### src/rtl/id_frame_pkg.sv
// Shared types and constants for the identification frame scheduler.
// Frame length depends on the ID_FRAME_CRC_EN build macro.
package id_frame_pkg;

    typedef enum logic [1:0] {
        IDLE    = 2'd0,
        LATCH   = 2'd1,
        SEND    = 2'd2,
        RELEASE = 2'd3
    } state_t;

    localparam logic [7:0]  SYNC_BYTE_DEFAULT = 8'hA5;
    localparam int unsigned WORD_W            = 17;
    localparam int unsigned PAD_W             = 24;
    localparam int unsigned MAX_SENSORS       = 8;

    // SYNC + polynomial + one padded word per sensor (+ CRC byte)
    function automatic int unsigned frame_len(input int unsigned sensor_nb);
`ifdef ID_FRAME_CRC_EN
        return 5 + 3 * sensor_nb;
`else
        return 4 + 3 * sensor_nb;
`endif
    endfunction

endpackage

### src/rtl/identification_frame_scheduler_crc8_update.sv
// Combinational CRC-8 step (poly 0x07, MSB first); built only with ID_FRAME_CRC_EN.
`ifdef ID_FRAME_CRC_EN
module crc8_update (
    input  logic [7:0] i_crc,
    input  logic [7:0] i_byte,
    output logic [7:0] o_crc
);

    logic [7:0] w_c;

    always_comb begin
        w_c = i_crc ^ i_byte;
        for (int unsigned b = 0; b < 8; b++) begin
            w_c = w_c[7] ? ((w_c << 1) ^ 8'h07) : (w_c << 1);
        end
        o_crc = w_c;
    end

endmodule
`endif

### src/rtl/identification_frame_scheduler.sv
// Latches identification results, streams them as a byte frame, then releases the identifier.
// Optional trailing CRC-8 byte under the ID_FRAME_CRC_EN macro.
module identification_frame_scheduler
    import id_frame_pkg::*;
#(
    parameter int unsigned SENSOR_NB     = 4,
    parameter int unsigned TIMEOUT_TICKS = 72000,
    parameter logic [7:0]  SYNC_BYTE     = SYNC_BYTE_DEFAULT
) (
    input  logic              clk_72MHz,
    input  logic              reset,
    input  logic              id_ready,
    input  logic [WORD_W-1:0] id_polynomial,
    input  logic [WORD_W-1:0] id_iteration_0,
    input  logic [WORD_W-1:0] id_iteration_1,
    input  logic [WORD_W-1:0] id_iteration_2,
    input  logic [WORD_W-1:0] id_iteration_3,
    input  logic [WORD_W-1:0] id_iteration_4,
    input  logic [WORD_W-1:0] id_iteration_5,
    input  logic [WORD_W-1:0] id_iteration_6,
    input  logic [WORD_W-1:0] id_iteration_7,
    output logic              id_reset,
    output logic [7:0]        tx_data,
    output logic              tx_valid,
    input  logic              tx_ready,
    output logic              busy,
    output logic [15:0]       frames_sent,
    output logic [7:0]        frames_dropped
);

    localparam int unsigned      FRAME_LEN = frame_len(SENSOR_NB);
    localparam int unsigned      IDX_W     = $clog2(FRAME_LEN);
    localparam int unsigned      WDOG_W    = $clog2(TIMEOUT_TICKS + 1);
    localparam logic [IDX_W-1:0]  LAST_IDX  = IDX_W'(FRAME_LEN - 1);
    localparam logic [WDOG_W-1:0] WDOG_LAST = WDOG_W'(TIMEOUT_TICKS - 1);

    state_t            r_state, w_state_next;
    logic [WORD_W-1:0] r_poly;
    logic [WORD_W-1:0] r_iter [SENSOR_NB];
    logic [IDX_W-1:0]  r_idx, w_idx_next;
    logic [WDOG_W-1:0] r_wdog, w_wdog_next;
    logic              r_tx_valid, w_tx_valid_next;
    logic [7:0]        r_tx_data, w_tx_data_next;
    logic              r_id_reset, w_id_reset_next;
    logic              r_busy;
    logic [15:0]       r_sent, w_sent_next;
    logic [7:0]        r_dropped, w_dropped_next;

    logic [WORD_W-1:0] w_iter_in [MAX_SENSORS];
    logic [7:0]        w_frame [FRAME_LEN];
    logic [PAD_W-1:0]  w_pad;
    logic [7:0]        w_next_byte;
    logic              w_handshake;
    logic              w_unused_iters;

    assign w_iter_in[0] = id_iteration_0;
    assign w_iter_in[1] = id_iteration_1;
    assign w_iter_in[2] = id_iteration_2;
    assign w_iter_in[3] = id_iteration_3;
    assign w_iter_in[4] = id_iteration_4;
    assign w_iter_in[5] = id_iteration_5;
    assign w_iter_in[6] = id_iteration_6;
    assign w_iter_in[7] = id_iteration_7;
    assign w_unused_iters = ^{w_iter_in[0], w_iter_in[1], w_iter_in[2], w_iter_in[3],
                              w_iter_in[4], w_iter_in[5], w_iter_in[6], w_iter_in[7]};

    assign w_handshake = r_tx_valid & tx_ready;

`ifdef ID_FRAME_CRC_EN
    logic [7:0] r_crc, w_crc_next, w_crc_upd;

    crc8_update u_crc8_update (
        .i_crc  (r_crc),
        .i_byte (r_tx_data),
        .o_crc  (w_crc_upd)
    );
`endif

    // Whole frame laid out from the shadow registers; the CRC slot takes the running CRC
    // including the byte currently being handed over.
    always_comb begin
        for (int unsigned j = 0; j < FRAME_LEN; j++) w_frame[j] = '0;
        w_frame[0] = SYNC_BYTE;
        w_pad      = PAD_W'(r_poly);
        w_frame[1] = w_pad[23:16];
        w_frame[2] = w_pad[15:8];
        w_frame[3] = w_pad[7:0];
        for (int unsigned k = 0; k < SENSOR_NB; k++) begin
            w_pad              = PAD_W'(r_iter[k]);
            w_frame[4 + 3 * k] = w_pad[23:16];
            w_frame[5 + 3 * k] = w_pad[15:8];
            w_frame[6 + 3 * k] = w_pad[7:0];
        end
`ifdef ID_FRAME_CRC_EN
        w_frame[FRAME_LEN - 1] = w_crc_upd;
`endif
        w_next_byte = (r_idx == LAST_IDX) ? '0 : w_frame[r_idx + 1'b1];
    end

    always_comb begin
        w_state_next    = r_state;
        w_idx_next      = r_idx;
        w_wdog_next     = r_wdog;
        w_tx_valid_next = r_tx_valid;
        w_tx_data_next  = r_tx_data;
        w_id_reset_next = r_id_reset;
        w_sent_next     = r_sent;
        w_dropped_next  = r_dropped;
`ifdef ID_FRAME_CRC_EN
        w_crc_next      = r_crc;
`endif
        case (r_state)
            IDLE: if (id_ready) w_state_next = LATCH;
            LATCH: begin
                w_idx_next      = '0;
                w_wdog_next     = '0;
                w_tx_valid_next = 1'b1;
                w_tx_data_next  = SYNC_BYTE;
`ifdef ID_FRAME_CRC_EN
                w_crc_next      = '0;
`endif
                w_state_next    = SEND;
            end
            SEND: begin
                // A handshake always takes priority over watchdog expiry
                if (w_handshake) begin
                    w_wdog_next = '0;
`ifdef ID_FRAME_CRC_EN
                    w_crc_next  = w_crc_upd;
`endif
                    if (r_idx == LAST_IDX) begin
                        w_tx_valid_next = 1'b0;
                        w_sent_next     = r_sent + 16'd1;
                        w_id_reset_next = 1'b1;
                        w_state_next    = RELEASE;
                    end else begin
                        w_idx_next     = r_idx + 1'b1;
                        w_tx_data_next = w_next_byte;
                    end
                end else if (r_tx_valid) begin
                    if (r_wdog == WDOG_LAST) begin
                        w_tx_valid_next = 1'b0;
                        if (r_dropped != 8'hFF) w_dropped_next = r_dropped + 8'd1;
                        w_id_reset_next = 1'b1;
                        w_state_next    = RELEASE;
                    end else begin
                        w_wdog_next = r_wdog + 1'b1;
                    end
                end
            end
            RELEASE: begin
                if (!id_ready) begin
                    w_id_reset_next = 1'b0;
                    w_state_next    = IDLE;
                end
            end
            default: w_state_next = IDLE;
        endcase
    end

    always_ff @(posedge clk_72MHz) begin
        if (reset) begin
            r_state    <= IDLE;
            r_idx      <= '0;
            r_wdog     <= '0;
            r_tx_valid <= 1'b0;
            r_tx_data  <= '0;
            r_id_reset <= 1'b0;
            r_busy     <= 1'b0;
            r_sent     <= '0;
            r_dropped  <= '0;
            r_poly     <= '0;
            for (int unsigned k = 0; k < SENSOR_NB; k++) r_iter[k] <= '0;
`ifdef ID_FRAME_CRC_EN
            r_crc      <= '0;
`endif
        end else begin
            r_state    <= w_state_next;
            r_idx      <= w_idx_next;
            r_wdog     <= w_wdog_next;
            r_tx_valid <= w_tx_valid_next;
            r_tx_data  <= w_tx_data_next;
            r_id_reset <= w_id_reset_next;
            r_busy     <= (w_state_next != IDLE);
            r_sent     <= w_sent_next;
            r_dropped  <= w_dropped_next;
            if (r_state == LATCH) begin
                r_poly <= id_polynomial;
                for (int unsigned k = 0; k < SENSOR_NB; k++) r_iter[k] <= w_iter_in[k];
            end
`ifdef ID_FRAME_CRC_EN
            r_crc      <= w_crc_next;
`endif
        end
    end

    assign id_reset       = r_id_reset;
    assign tx_data        = r_tx_data;
    assign tx_valid       = r_tx_valid;
    assign busy           = r_busy;
    assign frames_sent    = r_sent;
    assign frames_dropped = r_dropped;

endmodule

### config.mk
export PLATFORM = sky130hd
export DESIGN_NAME = identification_frame_scheduler
export DESIGN_NICKNAME = d
export VERILOG_FILES = /design/src/rtl/id_frame_pkg.sv /design/src/rtl/identification_frame_scheduler_crc8_update.sv /design/src/rtl/identification_frame_scheduler.sv
export SDC_FILE = /design/constraint.sdc
export NUM_CORES = 1
export LEC_CHECK = 0
export BUFFER_PORTS_ARGS = -buffer_cell sky130_fd_sc_hd__buf_2
export CAP_MARGIN = 10
export CORE_MARGIN = 1
export CORE_UTILIZATION = 35
export CTS_BUF_LIST = sky130_fd_sc_hd__clkbuf_16
export CTS_CLUSTER_SIZE = 25
export DETAILED_ROUTE_END_ITERATION = 8
export PLACE_DENSITY = 0.65
export SLEW_MARGIN = 10
export SYNTH_ARGS = -nofsm -noshare
export SYNTH_HDL_FRONTEND = slang
export SYNTH_SLANG_ARGS = --single-unit
### constraint.sdc
create_clock -name clk_72MHz -period 2.5 [get_ports clk_72MHz]
set_clock_uncertainty 0.05 [all_clocks]
set_input_delay 0.25 -clock clk_72MHz [delete_from_list [all_inputs] [get_ports clk_72MHz]]
set_output_delay 0.25 -clock clk_72MHz [all_outputs]
set_load 0.02 [all_outputs]
Word level (Yosys, flattened, before mapping)
Memories as Yosys holds them, arrays and structs flattened.
Index checks and enable logic that the tools add are counted.
- input port bits: 157
- word-level logic and storage cells: 86
- bits in writable memories: 68
- output and inout port bits: 35
- flip-flop bits (word level): 75
- memories: 1
- bitwise gates (word level): 7
- $lt $le $gt $ge: 1
- reduce and logical (&&, ||, !) cells: 10
- equality and inequality tests: 13
- mux-type cells: 40
- add/sub/neg operators: 4
- memory list (name ; depth ; width ; read ports ; clocked after memory_dff ; write ports ; line ; source):
    r_iter ; 4 ; 17 ; 4 ; 0 ; 4 ; identification_frame_scheduler.sv:39 ; logic [WORD_W-1:0] r_iter [SENSOR_NB];
- operator list (cell ; count):
    $mux W17 ; 7
    $pmux W17 S2 ; 1
    $bmux W8 S4 ; 1
    $mux W8 ; 4
    $add A17 B1 Y17 const B ; 1
    $eq A17 B17 Y1 const B ; 1
    $add A16 B1 Y16 const B ; 1
    $pmux W8 S2 ; 1
    $mux W1 ; 14
    $mux W2 ; 6
    $ne A3 B3 Y1 const B ; 4
    $reduce_and A5 Y1 ; 2
    $reduce_and A3 Y1 ; 3
    $add A8 B1 Y8 const B ; 1
    $mux W4 ; 2
    $ne A8 B8 Y1 const B ; 1
    $pmux W2 S4 ; 1
    $pmux W4 S2 ; 1
    $ne A2 B2 Y1 const B ; 3
    $reduce_bool A2 Y1 ; 3
    $ge A5 B5 Y1 const B ; 1
    $not A4 Y5 ; 1
    $add A4 B1 Y4 const B ; 1
    $eq A2 B2 Y1 const B ; 2
    8 further kinds ; 12

Longest topological paths before layout
Gate-level depths: netlist of run 1.
- depth after elaboration: 8
- depth in mapped cells: 8
- gate-level depth less buffers: 7

Worst setup path after synthesis of run 1
OpenSTA, ideal clock, no wires.
- kind: reg-to-reg
- start: reg r_state[1]
- end: mem r_iter[0][0], enable pin
- buffers on the path: 1
- arrival time: 2.292 ns
- required time: 2.022 ns
- cell stages (with the launch flop): 6
- slack: -0.270 ns
- library setup time: 0.428 ns
- period minus slack after synthesis: 2.770 ns
- cell sequence: dfxtp_1 -> inv_1 -> ha_1 -> clkbuf_1 -> inv_1 -> nand2_1
- RTL lines (item ; line ; source):
    from (decl) ; identification_frame_scheduler.sv:37 ; state_t r_state, w_state_next;
    from (signal assigned) ; identification_frame_scheduler.sv:178 ; r_state <= w_state_next;
    to (decl) ; identification_frame_scheduler.sv:39 ;

Final worst setup path of run 1
- start: reg r_wdog[13]
- end: reg r_id_reset (netlist: id_reset)
- cells in the longest elaborated chain, start to end: 3
- ends and longest elaborated chain (item ; line ; source):
    from (decl) ; identification_frame_scheduler.sv:41 ; logic [WDOG_W-1:0] r_wdog, w_wdog_next;
    from (signal assigned) ; identification_frame_scheduler.sv:180 ; r_wdog <= w_wdog_next;
    $eq A17 B17 Y1 ; identification_frame_scheduler.sv:141 ; if (r_wdog == WDOG_LAST) begin
    $ne A3 B3 Y1 (no line) ; n/a ;
    $reduce_and A5 Y1 (no line) ; n/a ;
    to (signal assigned) ; identification_frame_scheduler.sv:183 ; r_id_reset <= w_id_reset_next;
    to (decl) ; identification_frame_scheduler.sv:44 ; logic r_id_reset, w_id_reset_next;
Every way passes these cells.
A chain may end at the register's enable or synchronous reset.

==> impl_results.md, run 1 <==
* # diodes at 0
* Top cells by area, synth: edfxtp_1 30%, dfxtp_1 22%, and3_1 7.0%, mux2i_1 4.9%, nor2_1 3.7%
* Routed Antenna Nets at 0
* Clock transition at the registers of the reported paths at 0.06 ns
* Seq. cell area at 3540 um^2
* Max Freq at 0.423 GHz
* Setup WS pre-CTS at 0.146 ns
* Vias per inst at 5.19
* Min-delay src: id_polynomial[16]
* Height of the die at 141 um
* Tot GR Track Use at 0.168
* Clk buf depth at 2
* Global route total overflow at 0
* Fill cells at 1822
* Drt first pass iters at 5
* Synth Cell Area at 6750 um^2
* Worst-path cell chain: or4b_4 -> or4_4 -> a21oi_1 -> mux2_2 -> a21oi_1
* Hold Fails Final Rpt at 0
* Compound-cell area share of the yosys netlist at 0.110
* WP buf/inv at 0
* Number of enable flip-flop cells after synthesis at 68
* Synth top area share at 0.303
* Xor-xnor portion of the synthesized cell area at 0.0364
* Multi-input logic area at 3000 um^2
* Nets at 939
* Setup WS post-layout at 0.134 ns
* Avg Inst Size Synth at 10.4 um^2
* First-pass GRT wire length at 25.8 mm
* CTS tree: yes
* Dpl hpwl at 11.3 mm
* Crit-path slowest cell: or4b_4
* Main synth FF type: dfxtp_1
* DRC Markers at 0
* DRT iter0 DRCs at 296
* Post-CTS setup buffers at 0
* Power per cell area at 886 nW/um^2
* Critical Path AT at 2.66 ns
* Largest net degree at the start of global routing at 86
* Wire length per cell at 15.8 um
* Placed Instances at 989
* Setup Crit Path Kind: flip-flop to flip-flop
* Unrepaired setup endpoints after global routing: no
* Pleak at 3.47 nW
* CP delay by family, top: simple AND/OR/NAND/NOR gates
* Core ar. at 18800 um^2
* Maxcap violations at 0
* RR Endpoint: id_reset
* Row cnt at 50
* CTS root buf: clkbuf_16
* Mux cell area share after synthesis at 0.0707
* # port buffers at 123
* Initial antenna violation count at 0
* Slew at the pin with the worst max-slew slack at 0.633 ns
* Minimum clock period at 2.37 ns
* Distinct cells, synth at 56
* Final period utilization at 0.946
* Fin cells at 1021
* Worst R2R Path Depth at 5
* Startpoint Class: flip-flop
* Pins Over Slew Limit at 0
* CTS H-tree lvls at 4
* Via count at 5298
* TNS Setup at 0 ns
* Area delta synth->final at 23.3%
* Sequential cell area fraction in the yosys report at 0.525
* Worst EP required at 2.80 ns
* Total Die Area at 19800 um^2
* GPL Wtd Cong at 0.823
* #FFs+latches synth at 143
* Adder-cell area share of the yosys netlist at 0.0148
* Cts hold-fix bufs at 0
* Area share of and/or/nand/nor cells after synthesis at 0.212
* Finish-stage setup viols at 0
* Hold path depth at 3
* Net Count, Synth at 814
* Worst vdd ir at 0.000464 V
* Relative slew slack at 0.573
* Worst reg-to-reg setup slack at 0.13 ns
* Async SR Flop Fraction at 0
* Worst-skew pair later-pin latency at 0.42 ns
* Post-CTS sizing at 0
* Status: finished, final reports clean
* Yosys top cell by area: edfxtp_1
* Top cell by count, worst path: a21oi_1
* Ys Warns at 0
* Setup crit end kind: flip-flop
* Critical path peak fanout at 6
* # IOs at 192
* Num CTS Buffers at 17
* Die X at 141 um
* Dominant combinational cell family by area after synthesis: simple AND/OR/NAND/NOR gates
* Hold Path Sink: r_poly[16]
* Max incr delay on CP at 0.60 ns
* Synth cell count leaders: 75 x and3_1, 75 x dfxtp_1, 68 x edfxtp_1
* Initial core utilization at 0.359
* CTS sink count at 143
* Syn Inst Count at 649
* Critical R2R Launch: r_wdog[13]
* DRT Wirelength at 16.2 mm
* Vias in the first global route at 4924
* Layout cells sized above 1 at 0.252
* Hold Path Class: input port to flip-flop
## registers in the layout (all words and copies together), names as in the netlist
register / flops
r_iter: 68
frames_dropped: 8
id_reset: 1
tx_data: 8
r_wdog: 17
frames_sent: 16
tx_valid: 1
r_state: 2
busy: 1
r_poly: 17
r_idx: 4
## routing by layer
layer / wire, um / GRT usage
met5: 0 / 0
met4: 177 / 0.0498
met3: 803 / 0.0431
met2: 7270 / 0.260
met1: 7900 / 0.230
## power by group
part           switching [mW]  leakage [nW]  internal, mW  total (mW)
Clock                    1.04         0.285          1.58        2.62
Combinational           0.934          1.85         0.579        1.51
Sequential              0.180          1.33          3.06        3.24
## placed cells by master (no fill, tap or decap), types with 3 or more instances in the layout
cell and n:
mux2_2 7, and2_1 4, a22oi_1 3, a311oi_1 3
a21o_1 3, or3_1 4, dfxtp_1 75, nor3_1 4
nor2_1 67, edfxtp_1 68, bufinv_16 3, nand2_1 30
nor4_1 7, nand3b_1 3, a311o_1 4, clkinvlp_4 5
a221oi_1 9, nand4_1 14, inv_6 6, a211oi_1 8
o21ai_0 30, a32oi_1 5, or4_1 3, xnor2_1 15
inv_1 10, o31ai_1 4, ha_1 7, buf_2 123
mux2i_1 33, clkbuf_16 17, mux4_2 3, nand3_1 26
xor2_1 13, and4_1 8, and3_1 75, a21oi_1 32
buf_4 23
## cells by family (layout without fill, tap and decap cells)
kind of cell / count (synthesis) / after routing
flip-flops: 143 / 143
buffers and inverters: 53 / 191
adder cells (fa/ha/maj): 8 / 8
AO/OA/AOI/OAI: 114 / 114
AND/OR/NAND/NOR: 260 / 260
XOR/XNOR: 28 / 28
multiplexers: 43 / 43
## how the worst max path moves through the flow
stage | from | to | slack [ns] | depth (start not counted)
6_report | r_wdog[13] | id_reset | 0.13 | 5
3_3_place_gp | r_wdog[13] | id_reset | 0.18 | 5
2_1_floorplan | r_wdog[13] | id_reset | 0.29 | 5
4_1_cts | r_wdog[13] | id_reset | 0.13 | 5
3_5_place_dp | r_wdog[13] | id_reset | 0.15 | 5
5_1_grt | r_wdog[13] | id_reset | 0.01 | 5
## worst register-to-register path: stages, from the launching register on
cell     delay (ns)
dfxtp_1        0.35
or4b_4         0.60
or4_4          0.60
a21oi_1        0.20
mux2_2         0.35
a21oi_1        0.14
## through the flow
step / util / hold slack [ns] / cell area [um^2] / total power, mW
finish: 0.443 / 0.0202 / 8320 / 7.37
global route: 0.443 / 0.0119 / 8320 / 7.74
CTS: 0.443 / 0.00581 / 8320 / 7.44
detailed placement: 0.411 / 0.430 / 7710 / 4.81
global placement: 0.411 / 0.422 / 7710 / 4.78
floorplan: - / 0.347 / 6750 / 4.28
## cell type report
class	instances	share of cell area
Tap cell	234	0.0352
Timing Repair Buffer	148	0.0996
Multi-Input combinational cell	453	0.361
Inverter	11	0.00497
Clock inverter	15	0.0221
Clock buffer	17	0.0512
Sequential cell	143	0.426
(Power assumes the default switching activity.)
==> run 2, diff against run 1 <==
- BUFFER_PORTS_ARGS: -buffer_cell sky130_fd_sc_hd__buf_2 -> default
- DONT_BUFFER_PORTS: default -> 1
- PLACE_DENSITY: 0.65 -> 0.56
==> run 2 against run 1 <==
Against the previous run:
- first-iteration DRC count rose by 2.4%
- clock power fell by 2%
- routed wire length rose by 1.4%
- critical path type unchanged
- critical endpoint unchanged
- highest routed layer unchanged
==> impl_results.md, run 2 (same netlist as run 1, synthesis figures left out) <==
* CTS H-tree lvls at 4 (unchanged)
* # IOs at 192 (unchanged)
* Dpl hpwl at 11.3 mm (about the same)
* Status: finished, final reports clean
* Hold Fails Final Rpt at 0 (unchanged)
* # port buffers at 0 (-100%)
* Maxcap violations at 0 (unchanged)
* DRC Markers at 0 (unchanged)
* Hold Path Sink: r_iter[0][5]
* Final period utilization at 0.944 (-0.00256)
* Critical Path AT at 2.66 ns (about the same)
* Fill cells at 1779 (-2.4%)
* Finish-stage setup viols at 0 (unchanged)
* Area delta synth->final at 17.3%
* Setup Crit Path Kind: flip-flop to flip-flop
* Seq. cell area at 3540 um^2 (unchanged)
* Hold path depth at 1 (-2)
* Initial antenna violation count at 0 (unchanged)
* Nets at 836 (-11%)
* Core ar. at 18800 um^2 (unchanged)
* Largest net degree at the start of global routing at 86 (unchanged)
* Vias in the first global route at 5023 (+2.0%)
* Most frequent cells in the layout: 75 x and3_1, 75 x dfxtp_1, 68 x edfxtp_1
* Unrepaired setup endpoints after global routing: no
* Power per cell area at 914 nW/um^2 (+3.1%)
* Minimum clock period at 2.36 ns (-0.00640 ns)
* Relative slew slack at 0.499 (-0.0743)
* Worst EP required at 2.80 ns (about the same)
* Worst reg-to-reg setup slack at 0.14 ns (about the same)
* RR Endpoint: id_reset
* Multi-input logic area at 3000 um^2 (unchanged)
* Global route total overflow at 0 (unchanged)
* Layout cells sized above 1 at 0.0980 (-0.154)
* Hold Path Class: input port to flip-flop
* Pleak at 3.01 nW (-13%)
* Post-CTS setup buffers at 0 (unchanged)
* Total Die Area at 19800 um^2 (unchanged)
* Die X at 141 um (unchanged)
* Critical R2R Launch: r_wdog[13]
* GPL Wtd Cong at 0.779 (-5.4%)
* Most flops, register: r_iter
* Slew at the pin with the worst max-slew slack at 0.752 ns (+0.119 ns)
* DRT iter0 DRCs at 303 (+2.4%)
* Clk buf depth at 2 (unchanged)
* DRT Wirelength at 16.4 mm (+1.4%)
* Drt first pass iters at 4 (-1)
* CTS root buf: clkbuf_16
* Pins Over Slew Limit at 0 (unchanged)
* Startpoint Class: flip-flop
* Max FFs per register at 68 (unchanged)
* Critical path peak fanout at 6 (unchanged)
* Via count at 4991 (-5.8%)
* Min-delay src: id_iteration_0[5]
* Max Freq at 0.424 GHz (+0.27%)
* Initial core utilization at 0.359 (unchanged)
* Vias per inst at 5.43 (+4.7%)
* First-pass GRT wire length at 26.2 mm (+1.6%)
* Setup crit end kind: flip-flop
* Wire length per cell at 17.8 um (+13%)
* Core Util, Final at 0.422 (-0.0213)
* Num CTS Buffers at 17 (unchanged)
* Worst-skew pair later-pin latency at 0.42 ns (about the same)
* Clock transition at the registers of the reported paths at 0.06 ns (about the same)
* Row cnt at 50 (unchanged)
* CTS sink count at 143 (unchanged)
* Height of the die at 141 um (unchanged)
* Worst vdd ir at 0.000550 V (+19%)
* CTS tree: yes
* Worst R2R Path Depth at 5 (unchanged)
* Regs by FF count: r_iter (68), r_poly (17), r_wdog (17)
* Post-CTS sizing at 0 (unchanged)
* Tot GR Track Use at 0.171 (+0.00318)
* Routed Antenna Nets at 0 (unchanged)
* TNS Setup at 0 ns (unchanged)
[run 2: cell type report]
type,instances,area share
Sequential cell,143,0.448
Multi-Input combinational cell,453,0.379
Timing Repair Buffer,45,0.0563
Clock buffer,17,0.0537
Tap cell,234,0.0370
Clock inverter,15,0.0209
Inverter,11,0.00522
Antenna cell,1,0.000316
[run 2: layer usage]
layer,GRT usage,part of all wire,vias to the layer above,wire length (um)
li1,-,-,2473,-
met1,0.207,0.45,2381,7320
met2,0.278,0.47,122,7710
met3,0.0683,0.070,15,1150
met4,0.0555,0.013,0,206
met5,0,0,-,0
[run 2: worst max path at each step]
stage                     startpoint        endpoint  slack [ns]  depth (start not counted)
after global routing      r_state[0]  frames_sent[8]        0.02                          7
after CTS                 r_wdog[13]        id_reset        0.14                          5
final                     r_wdog[13]        id_reset        0.14                          5
after global placement    r_wdog[13]        id_reset        0.17                          5
after detailed placement  r_wdog[13]        id_reset        0.15                          5
after floorplan           r_wdog[13]        id_reset        0.29                          5
[run 2: stage by stage]
step	area [um^2]	hold WS, ns	worst slack [ns]	power, mW	instances
3_5_place_dp	7050	0.277	0.154	4.68	860
4_1_cts	7890	0.000551	0.141	7.29	916
6_report	7920	0.0164	0.141	7.23	919
2_1_floorplan	6750	0.347	0.287	4.28	649
5_1_grt	7910	0.000913	0.0227	7.60	918
3_3_place_gp	7050	0.276	0.167	4.61	860
[run 2: repair_timing]
item                                   CTS  global route
hold buffers                            24             2
setup endpoints to repair                0             0
endpoints found under the hold margin   66             2
[run 2: power breakdown]
group / internal, mW / switching (mW) / total, mW / leakage, nW
Combinational: 0.510 / 0.849 / 1.36 / 1.40
Clock: 1.56 / 0.997 / 2.56 / 0.281
Sequential: 3.06 / 0.257 / 3.32 / 1.33
Total: 5.13 / 2.10 / 7.23 / 3.01
[run 2: critical path, cell delays in order (launching register included)]
cell	delay, ns
dfxtp_1	0.36
or4b_4	0.60
or4_4	0.61
a21oi_1	0.20
mux2_2	0.35
a21oi_1	0.13
==> run 3, diff against run 2 <==
- CORE_UTILIZATION: 35 -> 45
- PLACE_DENSITY: 0.56 -> 0.67
==> run 3 against run 2 <==
Against the previous run:
- routed wire length fell by 5.1%
- sequential cell count unchanged
- non-clock buffer count rose by 2
- sequential share of layout area up 0.18 points
- largest cell class unchanged
- critical path depth is the same
==> impl_results.md, run 3 (same netlist as run 1, synthesis figures left out) <==
* Die X at 124 um (-12%)
* Status: finished, final reports clean
* CTS H-tree lvls at 4 (unchanged)
* Flop pwr share at 0.463 (+0.005)
* Hold Path Sink: r_state[1]
* Max incr delay on CP at 0.60 ns (about the same)
* Vias in the first global route at 4983 (-0.80%)
* Worst hold margin at 0.0188 ns (+0.00242 ns)
* Power per cell area at 909 nW/um^2 (-0.48%)
* # port buffers at 0 (unchanged)
* Core ar. at 14600 um^2 (-22%)
* Most flops, register: r_iter
* Most frequent cells in the layout: 75 x and3_1, 75 x dfxtp_1, 68 x edfxtp_1
* TNS Setup at 0 ns (unchanged)
* Worst reg-to-reg setup slack at 0.14 ns (about the same)
* Setup crit end kind: flip-flop
* Row cnt at 44 (-12%)
* DRC Markers at 0 (unchanged)
* Clock transition at the registers of the reported paths at 0.06 ns (about the same)
* Worst vdd ir at 0.000697 V (+27%)
* Pleak at 3.03 nW (+0.51%)
* CP delay by family, top: simple AND/OR/NAND/NOR gates
* DRT Wirelength at 15.6 mm (-5.1%)
* Total Die Area at 15500 um^2 (-22%)
* Startpoint Class: flip-flop
* First-pass GRT wire length at 25.4 mm (-3.1%)
* Max Freq at 0.424 GHz (about the same)
* WP buf/inv at 0 (unchanged)
* Top cell by count, worst path: a21oi_1
* Num CTS Buffers at 17 (unchanged)
* CTS root buf: clkbuf_16
* Hold Fails Final Rpt at 0 (unchanged)
* Unrepaired setup endpoints after global routing: no
* Height of the die at 124 um (-12%)
* Hold path depth at 2 (+1)
* Critical Path AT at 2.66 ns (about the same)
* Via count at 4994 (+0.060%)
* Worst R2R Path Depth at 5 (unchanged)
* Tot GR Track Use at 0.208 (+0.0368)
* Finish-stage setup viols at 0 (unchanged)
* Critical path peak fanout at 6 (unchanged)
* Drt first pass iters at 5 (+1)
* Vias per inst at 5.74 (+5.7%)
* Layout cells sized above 1 at 0.0977 (-0.000286)
* CTS sink count at 143 (unchanged)
* Clk buf depth at 2 (unchanged)
* Area delta synth->final at 16.9%
* Wire length per cell at 17.9 um (+0.27%)
* DRT iter0 DRCs at 321 (+5.9%)
* Min-delay src: id_ready
* Dpl hpwl at 10.4 mm (-7.7%)
* Maxcap violations at 0 (unchanged)
* Max FFs per register at 68 (unchanged)
* Worst-path cell chain: or4b_4 -> or4_4 -> a21oi_1 -> mux2_2 -> a21oi_1
* Worst-skew pair later-pin latency at 0.42 ns (about the same)
* Int Pwr at 5.06 mW (-1.4%)
* Routed Antenna Nets at 0 (unchanged)
* Initial core utilization at 0.462 (+0.103)
* Minimum clock period at 2.36 ns (+0.00134 ns)
* Net Sw Power at 2.11 mW (+0.40%)
* Pins Over Slew Limit at 0 (unchanged)
* Clock share of power at 0.350 (-0.004)
* Hold Path Class: input port to flip-flop
* Worst EP required at 2.80 ns (about the same)
* RR Endpoint: id_reset
* Sw frac at 0.295 (+0.00378)
* Nets at 838 (+0.24%)
* Crit-path slowest cell: or4b_4
* Relative slew slack at 0.577 (+0.0784)
* Fill cells at 1257 (-29%)
* GPL Wtd Cong at 0.819 (+5.2%)
* Final period utilization at 0.944 (about the same)
* # IOs at 192 (unchanged)
* Critical R2R Launch: r_wdog[13]
* Regs by FF count: r_iter (68), r_poly (17), r_wdog (17)
* CTS tree: yes
* Slew at the pin with the worst max-slew slack at 0.634 ns (-0.118 ns)
* Setup Crit Path Kind: flip-flop to flip-flop
* Combinational group share of total power at 0.187 (about the same)
* # diodes at 0 (-1)
* Core Util, Final at 0.540 (+0.119)
* Largest net degree at the start of global routing at 86 (unchanged)
* Global route total overflow at 0 (unchanged)
* Initial antenna violation count at 0 (unchanged)
[run 3: changes by cell type in the layout (fill, tap and decap cells not counted), moves of 3 or more]
cell,before,now
clkinv_1,6,3
buf_4,17,14
clkinv_4,0,4
dlygate4sd3_1,25,29
[run 3: layout make-up]
class / instances / area, um^2 / share of cell area
Inverter: 11 / 41.3 / 0.00524
Clock buffer: 17 / 425 / 0.0540
Sequential cell: 143 / 3540 / 0.449
Clock inverter: 15 / 160 / 0.0203
Multi-Input combinational cell: 453 / 3000 / 0.381
Timing Repair Buffer: 47 / 483 / 0.0613
Tap cell: 184 / 230 / 0.0292
[run 3: timing repair]
action	CTS	global route
hold buffers	28	2
buffers inserted	0	0
endpoints found under the hold margin	70	2
gates resized for setup	0	0
[run 3: worst max-delay path by stage]
stage,from,slack [ns],cells past startpoint,end
2_1_floorplan,r_wdog[13],0.29,5,id_reset
3_3_place_gp,r_wdog[13],0.19,5,id_reset
3_5_place_dp,r_wdog[13],0.19,5,id_reset
4_1_cts,r_wdog[13],0.16,5,id_reset
5_1_grt,r_wdog[0],0.07,6,id_reset
6_report,r_wdog[13],0.14,5,id_reset
[run 3: stage by stage]
stage               total power, mW  setup WS [ns]  area (um^2)  cells
global placement               4.58          0.191         6980    808
floorplan                      4.28          0.287         6750    649
global route                   7.51         0.0681         7880    870
detailed placement             4.66          0.186         6980    808
finish                         7.17          0.139         7880    870
CTS                            7.23          0.160         7860    868
[run 3: per-layer routing]
layer	up-vias	global-route usage	share of wire	routed length (um)
met5	-	0	0	0
met4	0	0.0687	0.0071	110
met3	6	0.0696	0.059	921
met2	115	0.341	0.49	7680
met1	2400	0.256	0.44	6850
li1	2473	-	-	-
[run 3: power groups by stage]
stage | clock network (mW) | logic (mW) | registers [mW]
global placement | 0 | 1.24 | 3.34
global route | 2.64 | 1.49 | 3.38
detailed placement | 0 | 1.30 | 3.37
CTS | 2.55 | 1.36 | 3.32
floorplan | 0 | 0.987 | 3.29
finish | 2.51 | 1.34 | 3.32
